### src/rtl/sample_pacer_tx_pkg.sv
// Shared constants for the sample pacer: default sample width, pacing
// period and FIFO depth, plus a helper for the occupancy counter width.
package sample_pacer_tx_pkg;

    // Signed audio sample width fed to DP_main.
    localparam int DEFAULT_SAMPLE_W = 16;

    // 16 kHz output rate from a 50 MHz clock.
    localparam int DEFAULT_PERIOD = 3125;

    // Small elastic buffer between the producer and the paced output.
    localparam int DEFAULT_DEPTH = 4;

    // Occupancy needs one extra bit so that "full" (level == depth) is representable.
    function automatic int level_width(input int depth);
        return $clog2(depth) + 1;
    endfunction

endpackage

### src/rtl/sample_pacer_tx_if.sv
// Upstream sample stream plus the paced output towards DP_main.
//
// Handshake: a sample moves from master to slave on a rising clock edge
// where s_valid and s_ready are both 1. s_ready depends only on registered
// state inside the slave, never on s_valid. The master keeps s_data stable
// while s_valid is 1 and the sample has not yet been taken. x_i is
// qualified by the one-cycle write strobe and holds between strobes.
interface sample_pacer_tx_if
    import sample_pacer_tx_pkg::*;
#(
    parameter int SAMPLE_W = DEFAULT_SAMPLE_W
) ();

    logic signed [SAMPLE_W-1:0] s_data;
    logic                       s_valid;
    logic                       s_ready;
    logic signed [SAMPLE_W-1:0] x_i;
    logic                       write;

    modport master (
        output s_data,
        output s_valid,
        input  s_ready,
        input  x_i,
        input  write
    );

    modport slave (
        input  s_data,
        input  s_valid,
        output s_ready,
        output x_i,
        output write
    );

endinterface

### src/rtl/sample_pacer_tx_fifo.sv
// Synchronous FIFO for the pacer. Read data is the current head (no
// fall-through: a sample written this cycle is visible from the next).
// push_ready is a register so it has no path from push_valid, and it is
// held low while in reset.
module sample_fifo
    import sample_pacer_tx_pkg::*;
#(
    parameter int DEPTH = DEFAULT_DEPTH,
    parameter int W     = DEFAULT_SAMPLE_W
) (
    input  logic                     clk,
    input  logic                     rst_n,
    input  logic                     push_valid,
    input  logic [W-1:0]             push_data,
    output logic                     push_ready,
    input  logic                     pop,
    output logic [W-1:0]             head,
    output logic [level_width(DEPTH)-1:0] level
);

    localparam int PW = $clog2(DEPTH);
    localparam int LW = level_width(DEPTH);

    logic [W-1:0]  mem [DEPTH];
    logic [PW-1:0] wr_ptr;
    logic [PW-1:0] rd_ptr;
    logic [LW-1:0] level_q;
    logic [LW-1:0] level_nxt;
    logic          ready_q;
    logic          push;
    logic          pop_ok;

    assign push   = push_valid && ready_q;
    assign pop_ok = pop && (level_q != '0);

    // Next occupancy: a simultaneous push and pop leaves it unchanged.
    always_comb begin
        level_nxt = level_q;
        case ({push, pop_ok})
            2'b10:   level_nxt = level_q + LW'(1);
            2'b01:   level_nxt = level_q - LW'(1);
            default: level_nxt = level_q;
        endcase
    end

    // Pointers wrap naturally because DEPTH is a power of two.
    always_ff @(posedge clk or negedge rst_n) begin
        if (!rst_n) begin
            wr_ptr  <= '0;
            rd_ptr  <= '0;
            level_q <= '0;
            ready_q <= 1'b0;
        end else begin
            if (push) begin
                wr_ptr <= wr_ptr + PW'(1);
            end
            if (pop_ok) begin
                rd_ptr <= rd_ptr + PW'(1);
            end
            level_q <= level_nxt;
            ready_q <= (level_nxt != LW'(DEPTH));
        end
    end

    // Sample storage; contents are don't-care until written.
    always_ff @(posedge clk) begin
        if (push) begin
            mem[wr_ptr] <= push_data;
        end
    end

    assign head       = mem[rd_ptr];
    assign level      = level_q;
    assign push_ready = ready_q;

endmodule

### src/rtl/sample_pacer_tx.sv
// Paces buffered samples out to DP_main at one slot every PERIOD clocks.
// Each slot pops the FIFO head into x_i with a one-cycle write strobe, or
// flags a sticky underrun when the FIFO is empty at that slot.
module sample_pacer_tx
    import sample_pacer_tx_pkg::*;
#(
    parameter int PERIOD   = DEFAULT_PERIOD,
    parameter int DEPTH    = DEFAULT_DEPTH,
    parameter int SAMPLE_W = DEFAULT_SAMPLE_W
) (
    input  logic                    clk,
    input  logic                    reset,
    input  logic                    enable,
    sample_pacer_tx_if.slave        bus,
    output logic                    underrun,
    output logic [$clog2(DEPTH):0]  level
);

    localparam int CW = $clog2(PERIOD);
    localparam int LW = level_width(DEPTH);
    localparam logic [CW-1:0] LAST = CW'(PERIOD - 1);

    logic [CW-1:0]       cnt;
    logic                tick;
    logic                pop;
    logic [SAMPLE_W-1:0] head;
    logic [LW-1:0]       fifo_level;
    logic                fifo_ready;
    logic [SAMPLE_W-1:0] x_q;
    logic                write_q;
    logic                underrun_q;

    // A slot only exists while enabled, so dropping enable cancels it.
    assign tick = enable && (cnt == LAST);
    assign pop  = tick && (fifo_level != '0);

    sample_fifo #(
        .DEPTH (DEPTH),
        .W     (SAMPLE_W)
    ) u_fifo (
        .clk        (clk),
        .rst_n      (reset),
        .push_valid (bus.s_valid),
        .push_data  (bus.s_data),
        .push_ready (fifo_ready),
        .pop        (pop),
        .head       (head),
        .level      (fifo_level)
    );

    // Period counter: parked at 0 when disabled, free-running 0..PERIOD-1 otherwise.
    always_ff @(posedge clk or negedge reset) begin
        if (!reset) begin
            cnt <= '0;
        end else if (!enable) begin
            cnt <= '0;
        end else if (cnt == LAST) begin
            cnt <= '0;
        end else begin
            cnt <= cnt + CW'(1);
        end
    end

    // Registered outputs: strobe and sample one cycle after the slot, sticky underrun.
    always_ff @(posedge clk or negedge reset) begin
        if (!reset) begin
            x_q        <= '0;
            write_q    <= 1'b0;
            underrun_q <= 1'b0;
        end else begin
            write_q <= pop;
            if (pop) begin
                x_q <= head;
            end
            if (!enable) begin
                underrun_q <= 1'b0;
            end else if (tick && (fifo_level == '0)) begin
                underrun_q <= 1'b1;
            end
        end
    end

    assign bus.s_ready = fifo_ready;
    assign bus.x_i     = x_q;
    assign bus.write   = write_q;
    assign underrun    = underrun_q;
    assign level       = fifo_level;

endmodule
### src/flat_wrapper.sv
// flat-port wrapper written by rule: the top's interface ports become plain ports
module sample_pacer_tx_flat import sample_pacer_tx_pkg::*;
#(
    parameter int PERIOD   = DEFAULT_PERIOD,
    parameter int DEPTH    = DEFAULT_DEPTH,
    parameter int SAMPLE_W = DEFAULT_SAMPLE_W
)
  (clk, reset, enable, underrun, level, bus_s_data, bus_s_valid, bus_s_ready, bus_x_i, bus_write);
  sample_pacer_tx_if #(.SAMPLE_W(SAMPLE_W)) bus_i ();
  input  logic clk;
  input  logic reset;
  input  logic enable;
  output logic underrun;
  output logic [$clog2(DEPTH):0] level;
  input wire logic [$bits(bus_i.s_data)-1:0] bus_s_data;
  input wire logic [$bits(bus_i.s_valid)-1:0] bus_s_valid;
  output wire logic [$bits(bus_i.s_ready)-1:0] bus_s_ready;
  output wire logic [$bits(bus_i.x_i)-1:0] bus_x_i;
  output wire logic [$bits(bus_i.write)-1:0] bus_write;
  assign bus_i.s_data = bus_s_data;
  assign bus_i.s_valid = bus_s_valid;
  assign bus_s_ready = bus_i.s_ready;
  assign bus_x_i = bus_i.x_i;
  assign bus_write = bus_i.write;
  sample_pacer_tx #(.PERIOD(PERIOD), .DEPTH(DEPTH), .SAMPLE_W(SAMPLE_W)) u_core (.clk(clk), .reset(reset), .enable(enable), .bus(bus_i), .underrun(underrun), .level(level));
endmodule
### config.mk
export PLATFORM = sky130hd
export DESIGN_NAME = sample_pacer_tx_flat
export DESIGN_NICKNAME = d
export VERILOG_FILES = /design/src/rtl/sample_pacer_tx_pkg.sv /design/src/rtl/sample_pacer_tx_if.sv /design/src/rtl/sample_pacer_tx_fifo.sv /design/src/rtl/sample_pacer_tx.sv /design/src/flat_wrapper.sv
export SDC_FILE = /design/constraint.sdc
export NUM_CORES = 1
export LEC_CHECK = 0
export CAP_MARGIN = 20
export CORE_MARGIN = 5
export CORE_UTILIZATION = 30
export CTS_CLUSTER_DIAMETER = 150
export DETAILED_ROUTE_END_ITERATION = 10
export MAX_ROUTING_LAYER = met4
export PLACE_DENSITY = 0.56
export SLEW_MARGIN = 30
export SYNTH_ARGS = -nofsm -noshare
export SYNTH_HDL_FRONTEND = slang
export SYNTH_SLANG_ARGS = --single-unit
### constraint.sdc
create_clock -name clk -period 5.96 [get_ports clk]
set_input_delay 0.894 -clock clk [delete_from_list [all_inputs] [get_ports clk]]
set_output_delay 0.894 -clock clk [all_outputs]
set_load 0.02 [all_outputs]
# Word level (Yosys, flattened, before mapping)

Memories as Yosys holds them, arrays and structs flattened. A register that Yosys moved wholly into a read port is not among the register bits.
Cells that the tools add are included.

Register bits: 22
Bits in latches: 0
Bits in writable memories: 64
Memory bits (read-only): 0
Input port bits: 20
Output and inout bits: 22
Word-level logic and storage cells: 33
Memories kept: 1

Add/sub/neg operators: 5
Multiply operators: 0
Divide/modulo/power cells: 0
$lt $le $gt $ge: 0
Equality and inequality tests: 5
Shifts and indexed selects: 0
Multiplexer cells: 7
Bitwise logic cells: 0
Reduce and logical (&&, ||, !) cells: 8

Memory list:

| memory            | depth | width | read ports | clocked after memory_dff | wr ports | RTL line                   | text |
|---|---|---|---|---|---|---|---|
| u_core.u_fifo.mem | 4     | 16    | 1          | 1                        | 1        | sample_pacer_tx_fifo.sv:24 | `logic [W-1:0] mem [DEPTH];` |

Operators with widths:

| operator                                                                | count |
|---|---|
| 12-bit two-way mux                                                      | 2 |
| 12-bit by 1-bit adder with 12-bit output, second input constant         | 1 |
| 12-bit equality test, second input constant                             | 1 |
| 3-bit case mux with 2 select lines                                      | 1 |
| 1-bit logical AND                                                       | 5 |
| 2-bit by 1-bit adder with 2-bit output, second input constant           | 2 |
| 1-bit two-way mux                                                       | 4 |
| 3-bit by 1-bit adder with 3-bit output, second input constant           | 1 |
| 3-bit logical NOT                                                       | 1 |
| 3-bit inequality test, second input constant                            | 1 |
| 3-bit nonzero test                                                      | 1 |
| 3-bit by 1-bit subtractor with 3-bit output, second input constant      | 1 |
| 2-bit by 1-bit equality test with 1-bit output, second input constant   | 1 |
| 2-bit equality test, second input constant                              | 1 |
| 2-bit by 1-bit inequality test with 1-bit output, second input constant | 1 |
| 1-bit logical NOT                                                       | 1 |

# Logic depth before layout (Yosys ltp)

Gate-level depths: netlist (run 1).

Depth after elaboration: 7
Mapped depth: 12
Mapped depth without buffers: 11

# By module

From an unflattened synthesis (run 1), not the netlist that was laid out.

Cell total of the unflattened synthesis: 224
Area, all modules: 4093.9 sq um

Modules (own cells, without submodules):

| module          | instances | cells each | area each (sq um) | seq. area each (sq um) |
|---|---|---|---|---|
| sample_fifo     | 1         | 121        | 2746.4            | 2122.0 |
| sample_pacer_tx | 1         | 103        | 1347.5            | 750.7 |

# Worst setup path after synthesis (run 1)

Ideal clock, no wire load.

Path type: input to register
Start point: in enable
End point: reg u_core.u_fifo.ready_q (netlist: u_core.u_fifo.push_ready)
Setup time: 0.124 ns
Arrival: 2.754 ns
Data required time: 5.836 ns
Slack: 3.082 ns
Stages on the path: 10
Buffers on the path: 1
Path through: nand4b_1 nor4_4 buf_6 ha_1 inv_1 fa_1 xor2_1 nor2_1 xor2_1 nand2_1

Cells in the longest elaborated chain, start to end: 6
Elaborated cells between the ends (all ways): 7
Those cells by class: eq/ne: 3; mux: 1; reduce/logical: 3

RTL lines:

| what                                                                                         | RTL line                   | text |
|---|---|---|
| start: declaration                                                                           | flat_wrapper.sv:12         | `input logic enable;` |
| 1-bit logical AND (*)                                                                        | sample_pacer_tx.sv:34      | `assign tick = enable && (cnt == LAST);` |
| 1-bit logical AND (*)                                                                        | sample_pacer_tx.sv:35      | `assign pop = tick && (fifo_level != '0);` |
| 1-bit logical AND (*)                                                                        | sample_pacer_tx_fifo.sv:34 | `assign pop_ok = pop && (level_q != '0);` |
| 2-bit by 1-bit equality test with 1-bit output / 2-bit equality test (equally long branches) | sample_pacer_tx_fifo.sv:39 | `case ({push, pop_ok})` |
| 3-bit case mux with 2 select lines (*)                                                       | sample_pacer_tx_fifo.sv:39 |  |
| via u_core.u_fifo.level_nxt[2]                                                               | sample_pacer_tx_fifo.sv:28 | `logic [LW-1:0] level_nxt;` |
| 3-bit inequality test (*)                                                                    | sample_pacer_tx_fifo.sv:61 | `ready_q <= (level_nxt != LW'(DEPTH));` |
| end signal: assignment                                                                       | sample_pacer_tx_fifo.sv:61 |  |
| end: declaration                                                                             | sample_pacer_tx_fifo.sv:29 | `logic ready_q;` |

Mark *: on every way through the listed nets, which the timed path passes. The rest lies on a longest branch.
A chain may end at the register's enable or synchronous reset.

# Worst setup path in the final report (run 1)

Same ends and word-level chain as after synthesis.

==> results of run 1 <==
[per-layer routing]
layer / vias up / global-route usage / wire, µm
met5: - / - / 0
met4: 0 / 0.0364 / 119
met3: 11 / 0.0345 / 285
met2: 39 / 0.160 / 3560
met1: 1009 / 0.129 / 3400
li1: 912 / - / -
[flip-flops by register name, indices dropped and copies added, names as in the netlist]
signal	count
u_core.u_fifo.mem	64
u_core.u_fifo.rd_ptr	2
u_core.bus.x_i	16
u_core.u_fifo.push_ready	1
u_core.bus.write	1
u_core.u_fifo.wr_ptr	2
u_core.underrun	1
u_core.cnt	12
u_core.u_fifo.level	3
[power breakdown]
group          internal (W)  total (W)  switching (W)
registers          0.000867   0.000905      0.0000374
clock network      0.000329   0.000583       0.000255
logic             0.0000855   0.000213       0.000128
[cell usage after synthesis (2+ instances only)]
| cell | number | area, µm² |
|---|---|---|
| ha_1 | 7 | 87.6 |
| edfxtp_1 | 64 | 1920 |
| mux2_2 | 17 | 191 |
| buf_6 | 2 | 22.5 |
| dfrtp_1 | 38 | 951 |
| nand4_1 | 3 | 18.8 |
| mux4_2 | 16 | 360 |
| and3_1 | 5 | 31.3 |
| nor2_1 | 14 | 52.6 |
| inv_1 | 8 | 30.0 |
| nor4_1 | 2 | 12.5 |
| nand3_1 | 4 | 20.0 |
| nand2_1 | 6 | 22.5 |
| xnor2_1 | 5 | 43.8 |
| xor2_1 | 11 | 96.3 |
| clkbuf_1 | 2 | 7.51 |
[layout make-up]
type	instances	area [µm²]
flip-flops and latches	102	2870
well taps	176	220
multi-input cells	102	1060
clock buffers	10	229
inverters	8	30.0
fillers	1264	8240
repair buffers	43	423
clock inverters	6	67.6
[layout by cell type (no fill, tap or decap), types with 4 or more instances in the layout]
cell             instances
xor2_1                  11
inv_1                    8
mux4_2                  16
xnor2_1                  5
clkdlybuf4s50_1         40
dfrtp_1                 38
nor2_1                  14
and3_1                   5
nand3_1                  4
edfxtp_1                64
nand2_1                  6
clkbuf_16                9
ha_1                     7
mux2_2                  17
[cell families (layout without fill, tap and decap cells)]
kind of cell,Yosys count,after routing,synth area share
AOI/OAI and AO/OA,1,1,0.00125
DFF,102,102,0.719
and+or+nand+nor,43,43,0.0604
muxes,34,34,0.141
buffers and inverters,14,67,0.0172
xor gates and xnor gates,16,16,0.0351
adders and majority gates,8,8,0.0269
[worst max-delay path: cells and delay by family]
family / cells / cell delay [ns]
buffers and inverters: 3 / 0.90
adders and majority gates: 2 / 0.61
and+or+nand+nor: 4 / 0.57
xor gates and xnor gates: 2 / 0.36
[metrics by stage]
step,hold WS [ns],total power (W),cells
finish,0.506,0.00170,447
global route,0.536,0.00179,447
CTS,0.510,0.00173,447
detailed placement,0.495,0.00114,431
global placement,0.498,0.00113,431
floorplan,0.469,0.00104,218
[how the worst min path moves through the flow]
| stage | startpoint | endpoint | slack, ns | cells past startpoint |
|---|---|---|---|---|
| 2_1_floorplan | u_core.cnt[0]$_DFF_PN0_ | u_core.cnt[0]$_DFF_PN0_ | 0.47 | 1 |
| 3_3_place_gp | u_core.bus.x_i[12]$_DFFE_PN0P_ | u_core.bus.x_i[12]$_DFFE_PN0P_ | 0.50 | 1 |
| 3_5_place_dp | u_core.bus.x_i[12]$_DFFE_PN0P_ | u_core.bus.x_i[12]$_DFFE_PN0P_ | 0.49 | 1 |
| 4_1_cts | u_core.bus.x_i[12]$_DFFE_PN0P_ | u_core.bus.x_i[12]$_DFFE_PN0P_ | 0.51 | 1 |
| 5_1_grt | u_core.bus.x_i[8]$_DFFE_PN0P_ | u_core.bus.x_i[8]$_DFFE_PN0P_ | 0.54 | 1 |
| 6_report | reset | u_core.bus.x_i[5]$_DFFE_PN0P_ | 0.51 | 1 |
==> results.tsv, run 1 <==
stage	metric	value	unit
timing	Worst Slack Setup Final	2.87	ns
timing	Tmin final	3.09	ns
logic_synthesis	Post-Syn Nets	246	
place	DP HPWL	4590	µm
logic_synthesis	YS warnings	0	
logic_synthesis	synthesized flop and latch total	102	
global_routing	GRT Total Usage	0.104	
worst_setup_path	crit end category	register	
worst_setup_path	Worst EP arrival	3.32	ns
detailed_routing	final WL	7360	µm
place	Port Buf Inserts	41	
global_routing	remaining global-route overflow	0	
timing	Slew Limit Fails	0	
floorplanning	total core area	13100	µm²
worst_setup_path	Worst Setup Start Kind	input pin	
timing	period utilisation layout	0.519	
pwr	Pleak	1.82	nW
place	Area after DPL	4600	µm²
timing	Worst Tran Pin Value	0.915	ns
clock_network	Clk Latency, worst-skew pair	0.35	ns
timing	Fin Clk Skew	0.0114	ns
clock_network	cts bufs inserted	9	
timing	RSZ-0062 raised after global routing	false	
worst_setup_path	crit path to	u_core.u_fifo.push_ready$_DFF_PN0_	
floorplanning	io pins	42	
logic_synthesis	Post-synth EDFFs	64	
worst_hold_path	Hold WC Path Type	in -> async	
clock_network	Max clock buf depth	2	
worst_setup_path	FF-to-FF Start	u_core.cnt[6]$_DFF_PN0_	
clock_network	clock net sink count	102	
place	Placer Congestion	0.695	
job	MaxCap Viol Count	0	
clock_network	postcts setup bufs	0	
worst_setup_path	crit path launch	enable	
pwr	PD cells	347	nW/µm²
worst_setup_path	r2r setup slk	3.04	ns
pwr	Max IR drop VDD	0.163	mV
detailed_routing	Detail Route Antenna Nets	0	
logic_synthesis	Yosys cell types	30	
worst_setup_path	CP Cell Sequence	clkdlybuf4s50_1 > nand4b_1 > nor4_4 > buf_4 > ha_1 > inv_1 > fa_1 > xor2_1 > nor2_1 > xor2_1 > nand2_1	
timing	Slew headroom	0.390	
timing	Setup TNS	0	ns
detailed_routing	drt drc	0	
worst_setup_path	Most common cell on crit path	xor2_1	
place	post-place setup slack	2.47	ns
worst_setup_path	CP required	6.19	ns
logic_synthesis	Mapped Cells	218	
timing	endpoints failing setup	0	
layout	Final Util	0.373	
layout	Antenna diodes	0	
layout	P&R area growth vs syn	22.5	%
floorplanning	row count	42	
clock_network	CTS tree	yes	
status	status	finished, final reports clean	
layout	finished layout cell area	4900	µm²
logic_synthesis	top_reg_cell synth	edfxtp_1	
timing	Final Hold Fails	0	
worst_setup_path	worst-path maximum fanout	19	
floorplanning	Die Wd	125	µm
clock_network	H-tree Lvls	3	
layout	layout cells sized above 1	0.199	
global_routing	initial antenna violation count	0	
worst_setup_path	CP Class	in -> reg	
worst_setup_path	worst flop-to-flop path endpoint	u_core.u_fifo.push_ready$_DFF_PN0_	
floorplanning	die height	125	µm
clock_network	post-CTS sizing	0	
worst_setup_path	worst reg-to-reg path cell count	10	
logic_synthesis	syn_area_per_cell	18.3	µm²
clock_network	CTS Hold Buffers Added	0	
worst_setup_path	slowest stage delay, CP	0.50	ns
logic_synthesis	synthesized cell area	4000	µm²
clock_network	clk root buf	clkbuf_16	
layout	Final #Nets	294	
floorplanning	starting density of the core	0.304	
timing	Achievable Freq	323	MHz
detailed_routing	WL/cell	16.5	µm
worst_setup_path	Crit-path slowest cell	clkdlybuf4s50_1	
detailed_routing	vias per cell	4.41	
logic_synthesis	ys async rst share	0.373	
detailed_routing	vias	1971	
clock_network	Clock Pin Slew Worst Setup and Hold Paths	0.07	ns
detailed_routing	1st-pass router iterations	4	
global_routing	largest net degree at the start of global routing	39	
logic_synthesis	sequential fraction of the synthesis area	0.719	
global_routing	vias in the first global route	2163	
floorplanning	full die area	15700	µm²
detailed_routing	Initial DRC Count	125	
global_routing	first-pass GRT wire length	12100	µm
Power figures use the tool's default switching activity.
==> run 2, diff against run 1 <==
--- a/config.mk
+++ b/config.mk
@@ -11,7 +11,7 @@
 export CTS_CLUSTER_DIAMETER = 150
 export DETAILED_ROUTE_END_ITERATION = 10
 export MAX_ROUTING_LAYER = met4
-export PLACE_DENSITY = 0.56
+export PLACE_DENSITY = 0.57
 export SLEW_MARGIN = 30
 export SYNTH_ARGS = -nofsm -noshare
 export SYNTH_HDL_FRONTEND = slang
==> constraint.sdc (replaced) <==
create_clock -name clk -period 2.6 [get_ports clk]
set_input_delay 0.39 -clock clk [delete_from_list [all_inputs] [get_ports clk]]
set_output_delay 0.39 -clock clk [all_outputs]
set_load 0.02 [all_outputs]
==> results.tsv, run 2 (synthesis results as in run 1) <==
stage	metric	value	unit	change
status	status	finished, final reports clean		
detailed_routing	final WL	7330	µm	-0.41%
worst_setup_path	worst-path maximum fanout	5		-14
floorplanning	row count	42		unchanged
pwr	Total Power	0.00395	W	+130%
layout	P&R area growth vs syn	25.0	%	
clock_network	clk root buf	clkbuf_16		
place	Placer Congestion	0.754		+8.4%
worst_hold_path	WHS Path Cells	1		
layout	Top reg by flops	u_core.u_fifo.mem		
timing	Achievable Freq	414	MHz	
place	DP HPWL	4900	µm	+6.8%
clock_network	post-CTS sizing	0		unchanged
place	Port Buf Inserts	41		unchanged
layout	Final #Nets	302		+2.7%
worst_setup_path	worst flop-to-flop path endpoint	u_core.u_fifo.push_ready$_DFF_PN0_		
worst_setup_path	CP Cell Sequence	inv_1 > ha_1 > nand4b_1 > nor4_4 > ha_4 > inv_1 > fa_2 > xor2_1 > nor2_1 > xor2_1 > nand2_1		
worst_setup_path	Crit-path slowest cell	dfrtp_1		
layout	most frequent cells in the layout	edfxtp_1 (64), clkdlybuf4s50_1 (40), dfrtp_1 (38)		
timing	RSZ-0062 raised after global routing	false		
layout	Largest register FFs	64		unchanged
layout	Fill cells	1270		+0.47%
floorplanning	io pins	42		unchanged
worst_setup_path	CP required	2.82	ns	-3.37 ns
worst_setup_path	CP Class	reg -> reg		
detailed_routing	1st-pass router iterations	4		unchanged
global_routing	remaining global-route overflow	0		unchanged
timing	Final Hold Fails	0		unchanged
timing	Tmin final	2.42	ns	
clock_network	cts bufs inserted	9		unchanged
floorplanning	die height	125	µm	unchanged
worst_setup_path	worst reg-to-reg path cell count	11		+1
pwr	PD cells	791	nW/µm²	+130%
worst_hold_path	worst hold start	u_core.bus.x_i[0]$_DFFE_PN0P_		
floorplanning	full die area	15700	µm²	unchanged
detailed_routing	vias	1973		+0.10%
worst_hold_path	Hold Crit Endpoint	u_core.bus.x_i[0]$_DFFE_PN0P_		
pwr	Pleak	1.87	nW	+2.7%
job	MaxCap Viol Count	0		unchanged
global_routing	vias in the first global route	2274		+5.1%
clock_network	H-tree Lvls	3		unchanged
worst_setup_path	crit end category	register		
global_routing	first-pass GRT wire length	12300	µm	+2.2%
detailed_routing	WL/cell	16.1	µm	-2.2%
global_routing	largest net degree at the start of global routing	26		-33%
worst_setup_path	Worst EP arrival	2.64	ns	-0.68 ns
clock_network	Clock Pin Slew Worst Setup and Hold Paths	0.07	ns	about the same
worst_setup_path	r2r setup slk	0.18	ns	-2.86 ns
layout	layout cells sized above 1	0.226		+0.0265
timing	Fin Clk Skew	0.00871	ns	-0.00267 ns
clock_network	Max clock buf depth	2		unchanged
detailed_routing	Detail Route Antenna Nets	0		unchanged
detailed_routing	drt drc	0		unchanged
clock_network	CTS Hold Buffers Added	1		+1
timing	final hold slack	0.508	ns	+0.00180 ns
clock_network	clock net sink count	102		unchanged
clock_network	CTS tree	yes		
clock_network	Clk Latency, worst-skew pair	0.34	ns	about the same
global_routing	initial antenna violation count	0		unchanged
worst_setup_path	cell family with the largest share of critical-path delay	simple AND/OR/NAND/NOR gates		
layout	Antenna diodes	0		unchanged
floorplanning	Die Wd	125	µm	unchanged
worst_hold_path	Hold WC Path Type	reg -> reg		
worst_setup_path	CP Buf/Inv Count	2		-1
clock_network	postcts setup bufs	0		unchanged
worst_setup_path	slowest stage delay, CP	0.42	ns	-0.08 ns
detailed_routing	Initial DRC Count	118		-5.6%
timing	period utilisation layout	0.930		
floorplanning	starting density of the core	0.304		unchanged
detailed_routing	vias per cell	4.34		-1.7%
timing	endpoints failing setup	0		unchanged
pwr	Max IR drop VDD	0.470	mV	+190%
global_routing	GRT Total Usage	0.103		-0.000965
worst_setup_path	Worst Setup Start Kind	register		
timing	Slew Limit Fails	0		unchanged
timing	Slew headroom	0.624		+0.234
floorplanning	total core area	13100	µm²	unchanged
timing	Worst Tran Pin Value	0.560	ns	-0.355 ns
layout	commonest non-fill, non-tap cell in the layout	edfxtp_1		
worst_setup_path	FF-to-FF Start	u_core.cnt[0]$_DFF_PN0_		
==> run 2: changes by cell type in the layout (fill, tap and decap cells not counted), sizes merged <==
cell and change:
clkinvlp -1, dlygate4sd3 +1, clkinv +1, buf +7
==> run 2: routing by layer <==
metal,vias to the layer above,global-route usage,routed length [µm]
met5,-,-,0
met4,0,0.0287,36
met3,4,0.0316,256
met2,35,0.171,3780
met1,1006,0.122,3260
li1,928,-,-
==> run 2: worst reg2reg max path: cells and delay by family, from the launching register on <==
kind                       cells  cell delay [ns]
DFF                            1             0.42
and+or+nand+nor                4             0.75
adders and majority gates      3             0.67
xor gates and xnor gates       2             0.33
buffers and inverters          2             0.12
==> run 2: stage by stage <==
stage          cell area (µm²)  setup WS (ns)   util  TNS [ns]  cells
3_5_place_dp              4680        -0.0675  0.356   -0.0675    438
3_3_place_gp              4660       -0.00701  0.355  -0.00701    437
2_1_floorplan             4010        -0.0742      -   -0.0742    218
5_1_grt                   5000         0.0266  0.380         0    455
6_report                  5000          0.182  0.380         0    455
4_1_cts                   5000          0.155  0.380         0    455
==> run 2: area by class of cell <==
cell class / count / area (µm²) / share of cell area
Multi-Input combinational cell: 102 / 1070 / 0.214
Tap cell: 176 / 220 / 0.0441
Sequential cell: 102 / 2870 / 0.575
Clock inverter: 6 / 78.8 / 0.0158
Timing Repair Buffer: 51 / 495 / 0.0991
Inverter: 8 / 30.0 / 0.00601
Clock buffer: 10 / 229 / 0.0458
==> run 2: where the power goes <==
part | switching (W) | total, W | internal (W)
registers | 0.0000860 | 0.00207 | 0.00198
clock network | 0.000594 | 0.00136 | 0.000765
logic | 0.000299 | 0.000524 | 0.000225
total | 0.000979 | 0.00395 | 0.00297
==> run 2: worst max path at each step <==
stage,startpoint,endpoint,cells after the start
2_1_floorplan,u_core.cnt[9]$_DFF_PN0_,u_core.u_fifo.push_ready$_DFF_PN0_,10
6_report,u_core.cnt[0]$_DFF_PN0_,u_core.u_fifo.push_ready$_DFF_PN0_,11
3_5_place_dp,enable,u_core.u_fifo.push_ready$_DFF_PN0_,10
4_1_cts,u_core.cnt[0]$_DFF_PN0_,u_core.u_fifo.push_ready$_DFF_PN0_,11
5_1_grt,u_core.cnt[0]$_DFF_PN0_,u_core.u_fifo.push_ready$_DFF_PN0_,11
3_3_place_gp,enable,u_core.u_fifo.push_ready$_DFF_PN0_,10
==> run 3, diff against run 2 <==
--- a/config.mk
+++ b/config.mk
@@ -6,7 +6,6 @@
 export NUM_CORES = 1
 export LEC_CHECK = 0
 export CAP_MARGIN = 20
-export CORE_MARGIN = 5
 export CORE_UTILIZATION = 30
 export CTS_CLUSTER_DIAMETER = 150
 export DETAILED_ROUTE_END_ITERATION = 10
@@ -16,3 +15,4 @@
 export SYNTH_ARGS = -nofsm -noshare
 export SYNTH_HDL_FRONTEND = slang
 export SYNTH_SLANG_ARGS = --single-unit
+export TNS_END_PERCENT = 1
==> constraint.sdc (replaced) <==
create_clock -name clk -period 2.6 [get_ports clk]
set_input_delay 0.26 -clock clk [delete_from_list [all_inputs] [get_ports clk]]
set_output_delay 0.26 -clock clk [all_outputs]
set_load 0.02 [all_outputs]
==> results.tsv, run 3 (synthesis results as in run 1) <==
stage	metric	value	unit	change
global_routing	initial antenna violation count	0		unchanged
detailed_routing	final WL	7160	µm	-2.3%
clock_network	clk root buf	clkbuf_16		
floorplanning	full die area	13800	µm²	-12%
clock_network	CTS tree	yes		
worst_setup_path	slowest stage delay, CP	0.56	ns	+0.14 ns
worst_hold_path	Hold WC Path Type	in -> async		
worst_setup_path	FF-to-FF Start	u_core.cnt[6]$_DFF_PN0_		
place	Port Buf Inserts	41		unchanged
layout	finished layout cell area	5010	µm²	+0.23%
worst_setup_path	CP required	2.88	ns	+0.06 ns
worst_setup_path	worst reg-to-reg path cell count	9		-2
global_routing	vias in the first global route	2131		-6.3%
timing	endpoints failing setup	0		unchanged
timing	Setup TNS	0	ns	unchanged
timing	Worst Slack Setup Final	0.128	ns	-0.0540 ns
floorplanning	starting density of the core	0.312		+0.00742
timing	Slew headroom	0.557		-0.0662
floorplanning	row count	41		-2.4%
floorplanning	die height	117	µm	-6.4%
clock_network	Max clock buf depth	2		unchanged
detailed_routing	vias per cell	4.44		+2.5%
pwr	PD cells	788	nW/µm²	-0.29%
timing	Achievable Freq	405	MHz	-2.2%
worst_setup_path	worst-path maximum fanout	2		-3
layout	Layout Cells excl Fill	454		-0.22%
timing	Tmin final	2.47	ns	+0.0540 ns
worst_setup_path	Most common cell on crit path	xor2_1		
place	DP HPWL	4410	µm	-10%
floorplanning	total core area	12800	µm²	-2.4%
timing	Final Hold Fails	0		unchanged
place	Placer Congestion	0.747		-0.90%
worst_setup_path	CP Class	reg -> reg		
layout	most frequent cells in the layout	edfxtp_1 (64), clkdlybuf4s50_1 (40), dfrtp_1 (38)		
status	status	finished, final reports clean		
worst_setup_path	worst flop-to-flop path endpoint	u_core.u_fifo.level[2]$_DFF_PN0_		
clock_network	Clock Pin Slew Worst Setup and Hold Paths	0.07	ns	about the same
worst_setup_path	Worst Setup Start Kind	register		
place	post-place setup slack	0.0477	ns	+0.115 ns
clock_network	H-tree Lvls	3		unchanged
clock_network	Clk Latency, worst-skew pair	0.34	ns	about the same
layout	Largest register FFs	64		unchanged
detailed_routing	drt drc	0		unchanged
layout	commonest non-fill, non-tap cell in the layout	edfxtp_1		
clock_network	clock net sink count	102		unchanged
floorplanning	Die Wd	117	µm	-6.4%
worst_setup_path	CP Cell Sequence	or4_4 > nor4_4 > ha_4 > inv_2 > fa_2 > xor2_1 > nor2_1 > xor2_1 > buf_4		
detailed_routing	Detail Route Antenna Nets	0		unchanged
worst_setup_path	Crit-path slowest cell	or4_4		
pwr	Max IR drop VDD	0.396	mV	-16%
timing	period utilisation layout	0.951		+0.0208
pwr	Pleak	1.88	nW	+0.46%
global_routing	largest net degree at the start of global routing	39		+50%
detailed_routing	Initial DRC Count	107		-9.3%
worst_setup_path	r2r setup slk	0.13	ns	-0.05 ns
clock_network	cts bufs inserted	9		unchanged
layout	Final Util	0.391		+0.0102
worst_setup_path	crit end category	register		
layout	Top reg by flops	u_core.u_fifo.mem		
job	MaxCap Viol Count	0		unchanged
global_routing	remaining global-route overflow	0		unchanged
detailed_routing	WL/cell	15.8	µm	-2.1%
global_routing	GRT Total Usage	0.117		+0.0135
timing	Fin Clk Skew	0.00933	ns	+0.000620 ns
global_routing	first-pass GRT wire length	11600	µm	-6.3%
timing	Worst Tran Pin Value	0.659	ns	+0.0985 ns
timing	RSZ-0062 raised after global routing	false		
floorplanning	io pins	42		unchanged
layout	Antenna diodes	0		unchanged
detailed_routing	1st-pass router iterations	4		unchanged
layout	P&R area growth vs syn	25.3	%	
timing	Slew Limit Fails	0		unchanged
detailed_routing	vias	2018		+2.3%
place	placed cells	432		-1.4%
layout	Final #Nets	305		+0.99%
worst_setup_path	Worst EP arrival	2.75	ns	+0.11 ns
layout	layout cells sized above 1	0.234		+0.00824
place	Area after DPL	4660	µm²	-0.37%
-- run 3: per-layer routing --
metal  track usage  part of all wire
met1         0.140              0.45
met2         0.185              0.50
met3        0.0321             0.036
met4        0.0487             0.016
met5             -                 0
-- run 3: how the worst max path moves through the flow --
stage	from	end	slack [ns]
floorplan	u_core.cnt[9]$_DFF_PN0_	u_core.u_fifo.push_ready$_DFF_PN0_	-0.07
global placement	enable	u_core.u_fifo.push_ready$_DFF_PN0_	0.10
detailed placement	enable	u_core.u_fifo.push_ready$_DFF_PN0_	0.05
CTS	u_core.cnt[0]$_DFF_PN0_	u_core.u_fifo.push_ready$_DFF_PN0_	0.15
global route	u_core.cnt[9]$_DFF_PN0_	u_core.u_fifo.push_ready$_DFF_PN0_	0.008
finish	u_core.cnt[6]$_DFF_PN0_	u_core.u_fifo.level[2]$_DFF_PN0_	0.13
-- run 3: area by class of cell --
type / instances / area, µm²
fillers: 1184 / 7820
flip-flops and latches: 102 / 2870
multi-input cells: 102 / 1070
repair buffers: 54 / 520
clock buffers: 10 / 229
well taps: 172 / 215
clock inverters: 6 / 70.1
inverters: 8 / 30.0
-- run 3: critical path, delay by kind of cell (launching register included) --
kind | cells | cell delay, ns
buf+inv | 2 | 0.17
simple gates | 3 | 1.01
fa+ha+maj | 2 | 0.51
flops | 1 | 0.38
xor+xnor | 2 | 0.34
-- run 3: power breakdown --
part           switching (W)  total, W  internal, W
registers          0.0000867   0.00207      0.00198
logic               0.000306  0.000540     0.000234
clock network       0.000584   0.00134     0.000755
total               0.000976   0.00395      0.00297
-- run 3: timing repair --
action | CTS | global route
resized for setup | 0 | 1
buffers inserted | 0 | 5
endpoints found under the setup margin | 0 | 1
hold endpoints to repair | 38 | 0
hold buffers | 1 | 0
-- run 3: per-stage QoR --
stage | power, W | hold slack, ns
after CTS | 0.00400 | 0.470
after global routing | 0.00412 | 0.497
after global placement | 0.00263 | 0.480
final | 0.00395 | 0.452
after floorplan | 0.00238 | -0.0356
after detailed placement | 0.00264 | 0.298
